==> src/rtl/ser_dbg_master.sv <==
// UART debug master: 'W'/'R' commands received over 8N1 serial become one-cycle device-bus strobes.
// Latency: bus strobe 1 clk after the last command byte's mid-stop; response frames follow back-to-back.
// No backpressure: bytes arriving while a command executes or responds are dropped.
module ser_dbg_master #(
    parameter int unsigned CLK_DIV = 434,
    parameter int unsigned TIMEOUT = 1000000,
    parameter logic [3:0]  CTL_NOP = 4'd0,
    parameter logic [3:0]  CTL_RD  = 4'd1,
    parameter logic [3:0]  CTL_WR  = 4'd2
) (
    input  logic        clk,
    input  logic        rst,
    input  logic        ser_rxd,
    output logic        ser_txd,
    output logic [31:0] cop_addr_o,
    output logic [31:0] cop_data_o,
    output logic [3:0]  cop_mem_ctl_o,
    input  logic [31:0] cop_dout,
    output logic        busy_o
);
    localparam logic [15:0] BIT_M1  = 16'(CLK_DIV - 1);
    localparam logic [15:0] HALF_M1 = 16'(CLK_DIV / 2 - 1);
    localparam logic [31:0] TMO_MAX = 32'(TIMEOUT);

    typedef enum logic [1:0] {RX_HUNT, RX_START, RX_DATA, RX_STOP} rx_st_e;
    typedef enum logic [2:0] {ST_IDLE, ST_ADDR, ST_DATA, ST_BUS, ST_RDWAIT, ST_RESP} st_e;

    logic        rxd_meta_q, rxd_sync_q, rxd_prev_q;
    rx_st_e      rx_st_q, rx_st_d;
    logic [15:0] rx_cnt_q, rx_cnt_d;
    logic [3:0]  rx_bit_q, rx_bit_d;
    logic [7:0]  rx_sh_q, rx_sh_d;
    logic        rx_vld;

    st_e         st_q, st_d;
    logic        op_wr_q, op_wr_d;
    logic [2:0]  byte_cnt_q, byte_cnt_d;
    logic [31:0] tmo_q, tmo_d;
    logic [31:0] addr_q, addr_d, data_q, data_d;
    logic [31:0] tx_buf_q, tx_buf_d;
    logic [2:0]  tx_left_q, tx_left_d;
    logic        tx_busy_q, tx_busy_d;
    logic [9:0]  tx_sh_q, tx_sh_d;
    logic [3:0]  tx_bit_q, tx_bit_d;
    logic [15:0] tx_cnt_q, tx_cnt_d;
    logic        tx_load;

    // RX: edge-triggered start, glitch recheck at mid start bit, mid-bit sampling
    always_comb begin
        rx_st_d  = rx_st_q;
        rx_cnt_d = rx_cnt_q;
        rx_bit_d = rx_bit_q;
        rx_sh_d  = rx_sh_q;
        rx_vld   = 1'b0;
        unique case (rx_st_q)
            RX_HUNT: begin
                if (rxd_prev_q && !rxd_sync_q) begin
                    rx_st_d  = RX_START;
                    rx_cnt_d = '0;
                end
            end
            RX_START: begin
                if (rx_cnt_q == HALF_M1) begin
                    rx_cnt_d = '0;
                    rx_bit_d = '0;
                    rx_st_d  = rxd_sync_q ? RX_HUNT : RX_DATA;
                end else begin
                    rx_cnt_d = rx_cnt_q + 16'd1;
                end
            end
            RX_DATA: begin
                if (rx_cnt_q == BIT_M1) begin
                    rx_cnt_d = '0;
                    rx_sh_d  = {rxd_sync_q, rx_sh_q[7:1]};
                    rx_bit_d = rx_bit_q + 4'd1;
                    if (rx_bit_q == 4'd7) rx_st_d = RX_STOP;
                end else begin
                    rx_cnt_d = rx_cnt_q + 16'd1;
                end
            end
            RX_STOP: begin
                if (rx_cnt_q == BIT_M1) begin
                    rx_cnt_d = '0;
                    rx_st_d  = RX_HUNT;
                    rx_vld   = rxd_sync_q;
                end else begin
                    rx_cnt_d = rx_cnt_q + 16'd1;
                end
            end
            default: rx_st_d = RX_HUNT;
        endcase
    end

    always_comb begin
        st_d       = st_q;
        op_wr_d    = op_wr_q;
        byte_cnt_d = byte_cnt_q;
        tmo_d      = tmo_q;
        addr_d     = addr_q;
        data_d     = data_q;
        tx_buf_d   = tx_buf_q;
        tx_left_d  = tx_left_q;
        tx_busy_d  = tx_busy_q;
        tx_sh_d    = tx_sh_q;
        tx_bit_d   = tx_bit_q;
        tx_cnt_d   = tx_cnt_q;
        tx_load    = 1'b0;

        // TX: next queued frame loads in the same cycle the previous stop bit ends
        if (!tx_busy_q) begin
            tx_load = (tx_left_q != 3'd0);
        end else if (tx_cnt_q == BIT_M1) begin
            tx_cnt_d = '0;
            if (tx_bit_q == 4'd9) begin
                tx_load   = (tx_left_q != 3'd0);
                tx_busy_d = 1'b0;
            end else begin
                tx_sh_d  = {1'b1, tx_sh_q[9:1]};
                tx_bit_d = tx_bit_q + 4'd1;
            end
        end else begin
            tx_cnt_d = tx_cnt_q + 16'd1;
        end
        if (tx_load) begin
            tx_sh_d   = {1'b1, tx_buf_q[31:24], 1'b0};
            tx_buf_d  = {tx_buf_q[23:0], 8'h00};
            tx_left_d = tx_left_q - 3'd1;
            tx_bit_d  = '0;
            tx_cnt_d  = '0;
            tx_busy_d = 1'b1;
        end

        unique case (st_q)
            ST_IDLE: begin
                if (rx_vld) begin
                    if (rx_sh_q == 8'h57 || rx_sh_q == 8'h52) begin
                        op_wr_d    = (rx_sh_q == 8'h57);
                        byte_cnt_d = '0;
                        tmo_d      = '0;
                        st_d       = ST_ADDR;
                    end else begin
                        tx_buf_d  = {8'h15, 24'h0};
                        tx_left_d = 3'd1;
                        st_d      = ST_RESP;
                    end
                end
            end
            ST_ADDR, ST_DATA: begin
                if (rx_vld) begin
                    if (st_q == ST_ADDR) addr_d = {addr_q[23:0], rx_sh_q};
                    else                 data_d = {data_q[23:0], rx_sh_q};
                    tmo_d      = '0;
                    byte_cnt_d = byte_cnt_q + 3'd1;
                    if (byte_cnt_q == 3'd3) begin
                        byte_cnt_d = '0;
                        st_d = (st_q == ST_ADDR && op_wr_q) ? ST_DATA : ST_BUS;
                    end
                end else if (tmo_q == TMO_MAX) begin
                    tmo_d = '0;
                    st_d  = ST_IDLE;
                end else begin
                    tmo_d = tmo_q + 32'd1;
                end
            end
            ST_BUS: begin
                if (op_wr_q) begin
                    tx_buf_d  = {8'h06, 24'h0};
                    tx_left_d = 3'd1;
                    st_d      = ST_RESP;
                end else begin
                    st_d = ST_RDWAIT;
                end
            end
            ST_RDWAIT: begin
                tx_buf_d  = cop_dout;
                tx_left_d = 3'd4;
                st_d      = ST_RESP;
            end
            ST_RESP: begin
                if (tx_left_q == 3'd0 && !tx_busy_q) st_d = ST_IDLE;
            end
            default: st_d = ST_IDLE;
        endcase
    end

    always_ff @(posedge clk) begin
        if (rst) begin
            rxd_meta_q <= 1'b1;
            rxd_sync_q <= 1'b1;
            rxd_prev_q <= 1'b1;
            rx_st_q    <= RX_HUNT;
            rx_cnt_q   <= '0;
            rx_bit_q   <= '0;
            rx_sh_q    <= '0;
            st_q       <= ST_IDLE;
            op_wr_q    <= 1'b0;
            byte_cnt_q <= '0;
            tmo_q      <= '0;
            addr_q     <= '0;
            data_q     <= '0;
            tx_buf_q   <= '0;
            tx_left_q  <= '0;
            tx_busy_q  <= 1'b0;
            tx_sh_q    <= '1;
            tx_bit_q   <= '0;
            tx_cnt_q   <= '0;
        end else begin
            rxd_meta_q <= ser_rxd;
            rxd_sync_q <= rxd_meta_q;
            rxd_prev_q <= rxd_sync_q;
            rx_st_q    <= rx_st_d;
            rx_cnt_q   <= rx_cnt_d;
            rx_bit_q   <= rx_bit_d;
            rx_sh_q    <= rx_sh_d;
            st_q       <= st_d;
            op_wr_q    <= op_wr_d;
            byte_cnt_q <= byte_cnt_d;
            tmo_q      <= tmo_d;
            addr_q     <= addr_d;
            data_q     <= data_d;
            tx_buf_q   <= tx_buf_d;
            tx_left_q  <= tx_left_d;
            tx_busy_q  <= tx_busy_d;
            tx_sh_q    <= tx_sh_d;
            tx_bit_q   <= tx_bit_d;
            tx_cnt_q   <= tx_cnt_d;
        end
    end

    // Strobe and busy are decoded from state, gated so reset cycles never show a strobe
    assign ser_txd       = tx_sh_q[0];
    assign cop_addr_o    = addr_q;
    assign cop_data_o    = data_q;
    assign cop_mem_ctl_o = (!rst && st_q == ST_BUS) ? (op_wr_q ? CTL_WR : CTL_RD) : CTL_NOP;
    assign busy_o        = !rst && ((st_q == ST_ADDR && byte_cnt_q != 3'd0) || st_q == ST_DATA ||
                                    st_q == ST_BUS || st_q == ST_RDWAIT || st_q == ST_RESP);
endmodule

==> config.mk <==
export PLATFORM = sky130hd
export DESIGN_NAME = ser_dbg_master
export DESIGN_NICKNAME = d
export VERILOG_FILES = /design/src/rtl/ser_dbg_master.sv
export SDC_FILE = /design/constraint.sdc
export NUM_CORES = 1
export LEC_CHECK = 0
export BUFFER_PORTS_ARGS = -buffer_cell sky130_fd_sc_hd__buf_4
export CAP_MARGIN = 40
export CORE_UTILIZATION = 35
export CTS_CLUSTER_DIAMETER = 100
export DETAILED_ROUTE_END_ITERATION = 10
export PLACE_DENSITY = 0.63
export SETUP_SLACK_MARGIN = 0.5
export SLEW_MARGIN = 20
export SYNTH_ARGS = -nofsm -noshare
export SYNTH_HDL_FRONTEND = slang
export SYNTH_SLANG_ARGS = --single-unit
==> constraint.sdc <==
create_clock -name clk -period 3 [get_ports clk]
set_input_delay 0.45 -clock clk [delete_from_list [all_inputs] [get_ports clk]]
set_output_delay 0.45 -clock clk [all_outputs]
set_load 0.005 [all_outputs]
==> results of run 1 <==
per-layer routing:
| metal | part of all wire [%] | routed length (microns) | GRT usage, % | vias to the layer above |
|---|---|---|---|---|
| met5 | 0 | 0 | 0 | - |
| met1 | 46 | 9190 | 19.9 | 3393 |
| met4 | 1.8 | 357 | 4.28 | 0 |
| met2 | 48 | 9600 | 26.1 | 102 |
| li1 | - | - | - | 3785 |
| met3 | 3.4 | 679 | 2.29 | 27 |
logic make-up after synthesis:
group           synth area share [%]
mux                             3.34
fa+ha+maj                       2.02
simple gates                    26.2
other cells                   0.0432
compound gates                  12.8
xor+xnor                        5.55
flops                           46.3
buf+inv                         3.76
cell type report:
cell class	instances	area [sq um]	area share, %
Clock inverter	7	160	1.51
Tap cell	324	405	3.82
Sequential cell	201	4020	37.9
Inverter	18	67.6	0.636
Clock buffer	31	636	5.99
Multi-Input combinational cell	771	4370	41.2
Timing Repair Buffer	122	952	8.97
sequential cells by signal, summed over array words and instances (netlist names), named ones only:
register    count
cop_data_o     32
cop_addr_o     32
rxd_prev_q      1
tx_buf_q       32
byte_cnt_q      3
st_q            3
tx_cnt_q       16
rx_cnt_q       16
rxd_meta_q      1
tx_left_q       3
rx_bit_q        4
tmo_q          32
tx_busy_q       1
tx_sh_q         9
op_wr_q         1
rx_sh_q         8
rx_st_q         1
rxd_sync_q      1
tx_bit_q        4
metrics by stage:
stage / cell area, sq um / setup WS [ns] / std cells / power [mW] / hold WS (ns)
after floorplan: 8690 / 0.899 / 1051 / 3.46 / 0.389
after global placement: 9750 / 0.552 / 1432 / 3.68 / 0.395
after detailed placement: 9750 / 0.488 / 1432 / 3.69 / 0.394
after CTS: 10600 / 0.508 / 1470 / 6.67 / 0.123
after global routing: 10600 / 0.520 / 1474 / 6.86 / 0.128
final: 10600 / 0.679 / 1474 / 6.58 / 0.136
synthesized netlist by cell type (14+ instances only):
| master | instances | share of area, % |
|---|---|---|
| sky130_fd_sc_hd__inv_1 | 18 | 0.78 |
| sky130_fd_sc_hd__a21oi_1 | 95 | 5.5 |
| sky130_fd_sc_hd__xor2_1 | 22 | 2.2 |
| sky130_fd_sc_hd__buf_2 | 15 | 0.86 |
| sky130_fd_sc_hd__nand4_1 | 23 | 1.7 |
| sky130_fd_sc_hd__nand2_1 | 233 | 10 |
| sky130_fd_sc_hd__clkbuf_1 | 43 | 1.9 |
| sky130_fd_sc_hd__nand3_1 | 20 | 1.2 |
| sky130_fd_sc_hd__nor3_1 | 25 | 1.4 |
| sky130_fd_sc_hd__ha_1 | 14 | 2.0 |
| sky130_fd_sc_hd__or3_1 | 17 | 1.2 |
| sky130_fd_sc_hd__mux2i_1 | 29 | 3.3 |
| sky130_fd_sc_hd__nor4_1 | 18 | 1.3 |
| sky130_fd_sc_hd__o21ai_0 | 46 | 2.7 |
| sky130_fd_sc_hd__dfxtp_1 | 201 | 46 |
| sky130_fd_sc_hd__xnor2_1 | 33 | 3.3 |
| sky130_fd_sc_hd__nor2_1 | 82 | 3.5 |
where the power goes:
| part | switching [mW] | internal [mW] |
|---|---|---|
| registers | 0.0812 | 2.77 |
| logic | 0.462 | 0.319 |
| clock network | 1.06 | 1.90 |
| total | 1.60 | 4.98 |
layout by cell type, fill, tap and decap left out, types with 3 or more instances in the layout:
master                        n
sky130_fd_sc_hd__mux2i_1     29
sky130_fd_sc_hd__nor2_1      81
sky130_fd_sc_hd__dfxtp_1    201
sky130_fd_sc_hd__clkbuf_1     5
sky130_fd_sc_hd__clkbuf_8     3
sky130_fd_sc_hd__a22oi_1      3
sky130_fd_sc_hd__xor2_1      22
sky130_fd_sc_hd__inv_1       18
sky130_fd_sc_hd__and2_1       4
sky130_fd_sc_hd__nand2b_1     6
sky130_fd_sc_hd__bufinv_16    5
sky130_fd_sc_hd__o211ai_1     3
sky130_fd_sc_hd__ha_1        14
sky130_fd_sc_hd__nand4_1     23
sky130_fd_sc_hd__and3_1       8
sky130_fd_sc_hd__nor4_1      18
sky130_fd_sc_hd__nor3_1      25
sky130_fd_sc_hd__and4_1       7
sky130_fd_sc_hd__a221oi_1     7
sky130_fd_sc_hd__nor4b_1      6
sky130_fd_sc_hd__a21oi_1     95
sky130_fd_sc_hd__a211oi_1     4
sky130_fd_sc_hd__or2_2        4
sky130_fd_sc_hd__nand2_1    233
sky130_fd_sc_hd__o21ai_0     46
sky130_fd_sc_hd__nand3_1     20
sky130_fd_sc_hd__o31ai_1      3
sky130_fd_sc_hd__buf_4      119
sky130_fd_sc_hd__a22o_1       8
sky130_fd_sc_hd__nand3b_1     5
sky130_fd_sc_hd__xnor2_1     33
sky130_fd_sc_hd__or3_1       16
sky130_fd_sc_hd__nor2b_1      4
sky130_fd_sc_hd__a31oi_1      6
sky130_fd_sc_hd__clkbuf_16   23
worst max-delay path by stage:
stage	start	endpoint	depth (start not counted)
4_1_cts	rx_cnt_q[0]$_SDFFE_PP0P_	tmo_q[27]$_SDFFE_PP0P_	7
3_5_place_dp	rx_cnt_q[0]$_SDFFE_PP0P_	tmo_q[27]$_SDFFE_PP0P_	7
6_report	st_q[1]$_SDFFE_PP0P_	cop_mem_ctl_o[1]	3
3_3_place_gp	rx_cnt_q[0]$_SDFFE_PP0P_	tmo_q[29]$_SDFFE_PP0P_	7
2_1_floorplan	rx_cnt_q[0]$_SDFFE_PP0P_	tmo_q[31]$_SDFFE_PP0P_	9
5_1_grt	rx_cnt_q[0]$_SDFFE_PP0P_	tmo_q[25]$_SDFFE_PP0P_	7
repair_timing:
| action | 4_1_cts | 5_1_grt |
|---|---|---|
| buffers inserted | 0 | 3 |
| pin swaps | 0 | 1 |
| endpoints found under the hold margin | 0 | 0 |
| endpoints found under the setup margin | 4 | 98 |
| gates resized for setup | 1 | 4 |
==> impl_metrics.ini, run 1 <==
[run_status]
run_status = completed

[timing]
timing.final.crit_period_ns = 2.32
setup-violations-final = 0
setup-tns-final_ns = 0
finalHoldViolCount = 0
min_period_over_period_pct = 77.4
grt_setup_unrepaired = false
slew_violations = 0
final.setup_skew_ns = 0.00740
slew_headroom_pct = 53.5
tightest_slew_ns = 0.694
fmax_ghz = 0.431

[setup_path]
cp-start-kind = flop
worst-setup-path-type = reg2out
worstPathBufferInverterCount = 1
crit_path_end_kind = output pin
r2r_setup_slack_ns = 0.68
cpPeakStageDelay_ns = 0.59
timing.rr.start = rx_cnt_q[0]$_SDFFE_PP0P_
cp_top_family = flip-flops
timing.critical_path.arrival_ns = 1.87
crit_path_top_delay_cell = sky130_fd_sc_hd__dfxtp_1
path_max_fanout = 15
worst_r2r_path_depth = 7
timing.critical_path.required_ns = 2.55
timing.critical_path.cells = nand2_1 -> nor4b_1 -> buf_4
rr_endpoint = tmo_q[27]$_SDFFE_PP0P_

[cts]
post_cts_hold_buffer_count = 0
htree_levels = 1
worst_skew_pair.late_latency_ns = 0.50
cts.root.buffer_cell = sky130_fd_sc_hd__clkbuf_16
cts.reportedPaths.clkPinSlew_ns = 0.06
clock-sinks = 201
ctsLongestPathBuffers = 3
numCtsBuffers = 22
cts_tree = yes

[power]
cellLeakagePower_nw = 3.79
power_per_cell_area_mw_per_mm2 = 620
vdd_ir_drop_max_uv = 368

[hold_path]
whs_endpoint = rxd_meta_q$_SDFF_PP1_
hold_path.startpoint = ser_rxd
hp-class = in2reg
whs_path_depth = 2

[floorplan]
initial_utilization_pct = 35.7
die_w_microns = 160
floorplan.io_pins = 105
design.core.area_sq_mm = 0.0243
design.die.area_sq_mm = 0.0254
die_y_microns = 160
core.rowCount = 57

[global_routing]
groute.usage.overall_pct = 15.3
initial_antenna_violation_count = 0
grt_start_max_net_pins = 84
grt_pass1_wl_microns = 33400
first_global_vias = 6833
overflow = 0

[layout]
drive_above_1_share_pct = 15.0
area_growth_syn_to_layout_pct = 22.3
antennaDiodeCount = 0
design.final.nets = 1185
layout.filler_cells = 2398
final_core_util_pct = 43.7

[route]
drt_first_pass_iters = 5
avgRoutedWirePerCell_microns = 13.4
remaining_antenna_violation_count = 0
post-route-drc-count = 0
finalWirelength_microns = 19800
route.detailed.vias_per_inst = 4.96
total_number_of_vias = 7307
detail_route.iter0.violations = 531

[synthesis]
synth_seq_cells = 201
synth.lib_cells_used.distinct = 59
ys_seq_area_share_pct = 46.3
number_of_flops_mapped_to_enable_cells_by_yosys = 0
asyncSetResetFlopFracSynth_pct = 0
syn_area_sq_mm = 0.00868
synthFlopType = sky130_fd_sc_hd__dfxtp_1
syn_inst = 1050
postSynthAreaPerCell_sq_um = 8.27
yosysWarningCount = 0

[placement]
numPortBuffers = 102
gp_congestion = 0.799
dp_hpwl_microns = 13200

[flow_run]
maximum_capacitance_violations = 0
(Power assumes the default switching activity.)
==> inputs of run 2 (changes only) <==
==> constraint.sdc (replaced) <==
create_clock -name clk -period 2.2 [get_ports clk]
set_input_delay 0.33 -clock clk [delete_from_list [all_inputs] [get_ports clk]]
set_output_delay 0.33 -clock clk [all_outputs]
set_load 0.005 [all_outputs]
==> run 2 against run 1 <==
  * Global-route usage grew 2.5 points
  * Routed wire length grew 31%
  * Clock skew grew 0.014 ns
  * Via count grew 14%
  * Hold slack lost 0.12 ns
  * Sequential power grew 37%
  * Clock-buffer cell count shrank 2
  * Largest power group unchanged
==> impl_metrics.ini, run 2 (synthesized netlist as in run 1, its figures left out) <==
[layout]
drive_above_1_share_pct = 47.1
layout.cells.most_common_list = sky130_fd_sc_hd__buf_4 (181), sky130_fd_sc_hd__dfxtp_1 (179), sky130_fd_sc_hd__nand2_1 (154), sky130_fd_sc_hd__a21oi_2 (72), sky130_fd_sc_hd__nand2_4 (58)
leading_cell_type_in_the_layout_fill_and_taps_excluded = sky130_fd_sc_hd__buf_4
post_layout_nonfiller_instances = 1607
antennaDiodeCount = 0
layout.filler_cells = 1973
multiInputGateArea_sq_mm = 0.00600
register_area_sq_mm = 0.00407
design.final.nets = 1316
area_growth_syn_to_layout_pct = 58.6

[cts]
numCtsBuffers = 23
cts.reportedPaths.clkPinSlew_ns = 0.06
worst_skew_pair.late_latency_ns = 0.53
clock-sinks = 201
cts_tree = yes
ctsLongestPathBuffers = 3
cts.root.buffer_cell = sky130_fd_sc_hd__clkbuf_16
htree_levels = 1

[placement]
dp_hpwl_microns = 14300
gp_congestion = 0.773
numPortBuffers = 102
numPlacedInstances = 1472

[global_routing]
groute.usage.overall_pct = 17.8
gr-usage-met2_pct = 29.5
grt_pass1_wl_microns = 38200
overflow = 0
grt_start_max_net_pins = 55
top_usage_layer = met2
met3_usage_pct = 2.53
initial_antenna_violation_count = 0
first_global_vias = 7651
grt.met1_usage_pct = 24.0

[timing]
min_period_over_period_pct = 98.2
grt_setup_unrepaired = true
final.setup_skew_ns = 0.0218
setup-violations-final = 0
slew_headroom_pct = 44.1
timing.final.crit_period_ns = 2.16
finalHoldViolCount = 0
fmax_ghz = 0.463
slew_violations = 0
tightest_slew_ns = 0.839

[route]
finalWirelength_microns = 25900
post-route-drc-count = 0
detail_route.iter0.violations = 579
avgRoutedWirePerCell_microns = 16.1
route.detailed.vias_per_inst = 5.18
drt_first_pass_iters = 5
total_number_of_vias = 8317
remaining_antenna_violation_count = 0

[power]
vdd_ir_drop_max_uv = 500
power_per_cell_area_mw_per_mm2 = 742
totalPowerFinal_mw = 10.2
cellLeakagePower_nw = 5.09

[setup_path]
timing.critical_path.arrival_ns = 2.56
worst_r2r_path_depth = 7
worst-setup-path-type = reg2reg
path_max_fanout = 8
timing.critical_path.required_ns = 2.60
crit_path_end_kind = flop
cp-start-kind = flop

[hold_path]
whs_path_depth = 3
hp-class = in2reg

[floorplan]
die_y_microns = 160
floorplan.io_pins = 105
core.rowCount = 57
design.die.area_sq_mm = 0.0254
die_w_microns = 160
initial_utilization_pct = 35.7
design.core.area_sq_mm = 0.0243

[flow_run]
maximum_capacitance_violations = 0

[run_status]
run_status = completed
## run 2: cell types whose count changed in the layout (fill, tap and decap cells not counted), sizes merged
cell and change:
or3 +1, clkbuf +2, bufinv -2, dlygate4sd3 +3, clkinvlp +3, clkinv +3
inv +1, buf +122
## run 2: per-stage QoR
| stage | TNS, ns | cell area [sq um] | hold WS, ns | utilization, % | setup WS (ns) |
|---|---|---|---|---|---|
| 2_1_floorplan | 0 | 8910 | 0.389 | - | 0.213 |
| 3_3_place_gp | 0 | 10200 | 0.395 | 41.9 | 0.108 |
| 3_5_place_dp | 0 | 10200 | 0.401 | 41.9 | 0.0690 |
| 4_1_cts | 0 | 12200 | 0.00860 | 50.4 | 0.144 |
| 5_1_grt | -0.0168 | 13800 | 0.0207 | 56.6 | -0.00988 |
| 6_report | 0 | 13800 | 0.0200 | 56.6 | 0.0390 |
## run 2: power breakdown
part	leakage [nW]	switching (mW)	total, mW	internal (mW)
Sequential	1.64	0.131	3.90	3.77
Clock	0.381	1.57	3.96	2.39
Combinational	3.08	1.10	2.36	1.26
## run 2: per-layer routing
layer / wire [microns] / up-vias
li1: - / 4068
met1: 11700 / 4009
met2: 12700 / 201
met3: 1030 / 39
met4: 474 / 0
met5: 0 / -
## run 2: final timing paths
kind	start	slack [ns]	to
worst max register to register	tmo_q[4]$_SDFFE_PP0P_	0.04	tmo_q[11]$_SDFFE_PP0P_
worst min-delay path	cop_dout[11]	0.02	tx_buf_q[11]$_SDFF_PP0_
worst max-delay path	tmo_q[4]$_SDFFE_PP0P_	0.04	tmo_q[11]$_SDFFE_PP0P_
worst min register to register	rxd_meta_q$_SDFF_PP1_	0.41	rxd_sync_q$_SDFF_PP1_
## run 2: what timing repair did
item                       CTS  global route
hold buffers                 3             0
gates resized for setup    163           313
cloned                      14             7
pin swaps                   94           143
hold endpoints to repair     3             0
setup buffers               47            23
setup endpoints to repair  199           201
## run 2: cell type report
type                    count  area share, %
multi-input cells         772           43.5
flip-flops and latches    201           29.6
repair buffers            251           17.8
clock buffers              29           4.56
well taps                 324           2.94
clock inverters            12           1.14
inverters                  18          0.490
## run 2: worst max-delay path, stage by stage, from the launching register on
cell and delay (ns):
sky130_fd_sc_hd__dfxtp_1 0.32, sky130_fd_sc_hd__nor4b_1 0.39, sky130_fd_sc_hd__nand4_1 0.23, sky130_fd_sc_hd__nor4b_4 0.38
sky130_fd_sc_hd__a21oi_4 0.12, sky130_fd_sc_hd__o21ai_4 0.31, sky130_fd_sc_hd__clkbuf_16 0.25, sky130_fd_sc_hd__nor2_1 0.05
==> inputs of run 3 (changes only) <==
--- a/config.mk
+++ b/config.mk
@@ -11,6 +11,7 @@
 export CTS_CLUSTER_DIAMETER = 100
 export DETAILED_ROUTE_END_ITERATION = 10
 export PLACE_DENSITY = 0.63
+export REMOVE_ABC_BUFFERS = 1
 export SETUP_SLACK_MARGIN = 0.5
 export SLEW_MARGIN = 20
 export SYNTH_ARGS = -nofsm -noshare
==> run 3 against run 2 <==
  * The flow now finishes with violations (negative setup slack)
  * Die area unchanged
  * Register-to-register slack worse by 0.05 ns
  * Combinational power is 2% lower
  * First-iteration DRC count down 30%
  * Maximum frequency is 2.3% lower
  * Non-clock buffer count down 16
  * Clock-buffer cell count is 7 higher
  * Clock skew is 0.0085 ns lower
  * Hold slack got worse by 0.0028 ns
  * Highest routed layer unchanged
==> impl_metrics.ini, run 3 (synthesized netlist as in run 1, its figures left out) <==
[setup_path]
timing.critical_path.arrival_ns = 2.60
worstPathBufferInverterCount = 4
cpPeakStageDelay_ns = 0.39
cp-start-kind = flop
worst_r2r_path_depth = 10
crit_path_top_delay_cell = sky130_fd_sc_hd__nor4_1
worst-setup-path-type = reg2reg
crit_path_end_kind = flop
timing.critical_path.cells = nor4_1 -> nand3_1 -> nor4b_2 -> buf_4 -> a21oi_4 -> o21ai_2 -> buf_6 -> buf_12 -> buf_16 -> nor2_4
timing.rr.start = tmo_q[25]$_SDFFE_PP0P_
cp_top_family = simple AND/OR/NAND/NOR gates
path_max_fanout = 8
rr_endpoint = tmo_q[1]$_SDFFE_PP0P_
timing.critical_path.required_ns = 2.58
r2r_setup_slack_ns = -0.01

[cts]
cts_tree = yes
ctsLongestPathBuffers = 3
htree_levels = 1
cts.root.buffer_cell = sky130_fd_sc_hd__clkbuf_16
worst_skew_pair.late_latency_ns = 0.51
post_cts_hold_buffer_count = 0
cts.reportedPaths.clkPinSlew_ns = 0.06
numCtsBuffers = 23
clock-sinks = 201

[global_routing]
grt_start_max_net_pins = 83
first_global_vias = 7326
groute.usage.overall_pct = 16.7
grt_pass1_wl_microns = 36100
initial_antenna_violation_count = 0
overflow = 0

[placement]
dp_hpwl_microns = 13900
gp_congestion = 0.794
numPlacedInstances = 1481
numPortBuffers = 102

[run_status]
run_status = finished with violations
violations = negative setup slack

[flow_run]
maximum_capacitance_violations = 0

[power]
power.share.switching_pct = 26.4
vdd_ir_drop_max_uv = 539
switching_power_mw = 2.66
power_per_cell_area_mw_per_mm2 = 739
clkPwrFrac_pct = 38.4
cellLeakagePower_nw = 5.65
totalPowerFinal_mw = 10.1
combPwrFrac_pct = 23.0
cellInternalPower_mw = 7.41
seqPwrFrac_pct = 38.6

[route]
detail_route.iter0.violations = 403
route.detailed.vias_per_inst = 5.16
post-route-drc-count = 0
finalWirelength_microns = 25100
total_number_of_vias = 8203
avgRoutedWirePerCell_microns = 15.8
drt_first_pass_iters = 5
remaining_antenna_violation_count = 0

[floorplan]
design.die.area_sq_mm = 0.0254
design.core.area_sq_mm = 0.0243
floorplan.io_pins = 105
die_y_microns = 160
core.rowCount = 57
initial_utilization_pct = 35.7
die_w_microns = 160

[timing]
tightest_slew_ns = 0.505
fmax_ghz = 0.452
setup_ws_ns = -0.0123
timing.final.crit_period_ns = 2.21
setup-tns-final_ns = -0.0747
final.setup_skew_ns = 0.0134
min_period_over_period_pct = 101
grt_setup_unrepaired = true
slew_headroom_pct = 66.1
slew_violations = 0
setup-violations-final = 12
finalHoldViolCount = 0

[layout]
drive_above_1_share_pct = 46.7
antennaDiodeCount = 0
layout.filler_cells = 2003
post_layout_nonfiller_instances = 1590
area_growth_syn_to_layout_pct = 57.0
leading_cell_type_in_the_layout_fill_and_taps_excluded = sky130_fd_sc_hd__dfxtp_1
design.final.nets = 1299
final_core_util_pct = 56.1
layout.cells.most_common_list = sky130_fd_sc_hd__dfxtp_1 (179), sky130_fd_sc_hd__buf_4 (172), sky130_fd_sc_hd__nand2_1 (144), sky130_fd_sc_hd__a21oi_2 (74), sky130_fd_sc_hd__nand2_4 (64)

[hold_path]
whs_path_depth = 2
hp-class = in2reg
whs_endpoint = rxd_meta_q$_SDFF_PP1_
hold_path.startpoint = ser_rxd
run 3: worst reg2reg max path: stages, from the launching register on:
cell                      delay [ns]
sky130_fd_sc_hd__dfxtp_1        0.36
sky130_fd_sc_hd__nor4_1         0.39
sky130_fd_sc_hd__nand3_1        0.19
sky130_fd_sc_hd__nor4b_2        0.32
sky130_fd_sc_hd__buf_4          0.18
sky130_fd_sc_hd__a21oi_4        0.06
sky130_fd_sc_hd__o21ai_2        0.19
sky130_fd_sc_hd__buf_6          0.14
sky130_fd_sc_hd__buf_12         0.10
sky130_fd_sc_hd__buf_16         0.14
sky130_fd_sc_hd__nor2_4         0.04
run 3: worst max path at each step:
| stage | from | to | slack, ns | cells past startpoint |
|---|---|---|---|---|
| 2_1_floorplan | tx_cnt_q[0]$_SDFFE_PP0P_ | tx_buf_q[0]$_SDFF_PP0_ | -1.68 | 6 |
| 3_3_place_gp | rx_cnt_q[1]$_SDFFE_PP0P_ | tmo_q[29]$_SDFFE_PP0P_ | 0.06 | 8 |
| 3_5_place_dp | rx_cnt_q[1]$_SDFFE_PP0P_ | tmo_q[29]$_SDFFE_PP0P_ | 0.007 | 8 |
| 4_1_cts | byte_cnt_q[0]$_SDFFE_PP0P_ | busy_o | 0.11 | 7 |
| 5_1_grt | tmo_q[25]$_SDFFE_PP0P_ | tmo_q[18]$_SDFFE_PP0P_ | -0.09 | 10 |
| 6_report | tmo_q[25]$_SDFFE_PP0P_ | tmo_q[1]$_SDFFE_PP0P_ | -0.01 | 10 |
run 3: cell type report:
type | count | area (sq um) | share of cell area [%]
Clock inverter | 5 | 77.6 | 0.569
Timing Repair Buffer | 235 | 2380 | 17.5
Sequential cell | 201 | 4060 | 29.8
Clock buffer | 36 | 694 | 5.09
Multi-Input combinational cell | 771 | 5950 | 43.6
Inverter | 18 | 67.6 | 0.496
Tap cell | 324 | 405 | 2.97
run 3: per-layer routing:
metal  vias to the layer above  track usage [%]  share of wire (%)
met5                         -                0                  0
met4                         0             4.55                1.6
met3                        36             2.84                3.7
met2                       157             27.3                 50
met1                      3981             22.6                 45
li1                       4029                -                  -
run 3: through the flow:
stage	setup slack, ns	instance area, sq um	hold slack (ns)
5_1_grt	-0.0943	13600	0.00741
3_5_place_dp	0.00712	10200	0.405
3_3_place_gp	0.0623	10200	0.393
2_1_floorplan	-1.68	8430	0.389
6_report	-0.0123	13600	0.0172
4_1_cts	0.106	11600	0.00649
run 3: timing repair:
| action | in CTS | in global routing |
|---|---|---|
| endpoints found under the hold margin | 0 | 0 |
| gates resized for setup | 83 | 447 |
| gates cloned | 7 | 12 |
| pin swaps | 48 | 205 |
| setup endpoints to repair | 200 | 201 |
| setup buffers | 23 | 25 |
run 3: power groups by stage:
stage               Combinational, mW  Sequential (mW)  Clock [mW]
floorplan                       0.748             3.94           0
global placement                 1.24             3.94           0
detailed placement               1.26             3.94           0
CTS                              1.67             3.86        3.93
global route                     2.47             3.90        4.12
finish                           2.32             3.89        3.87
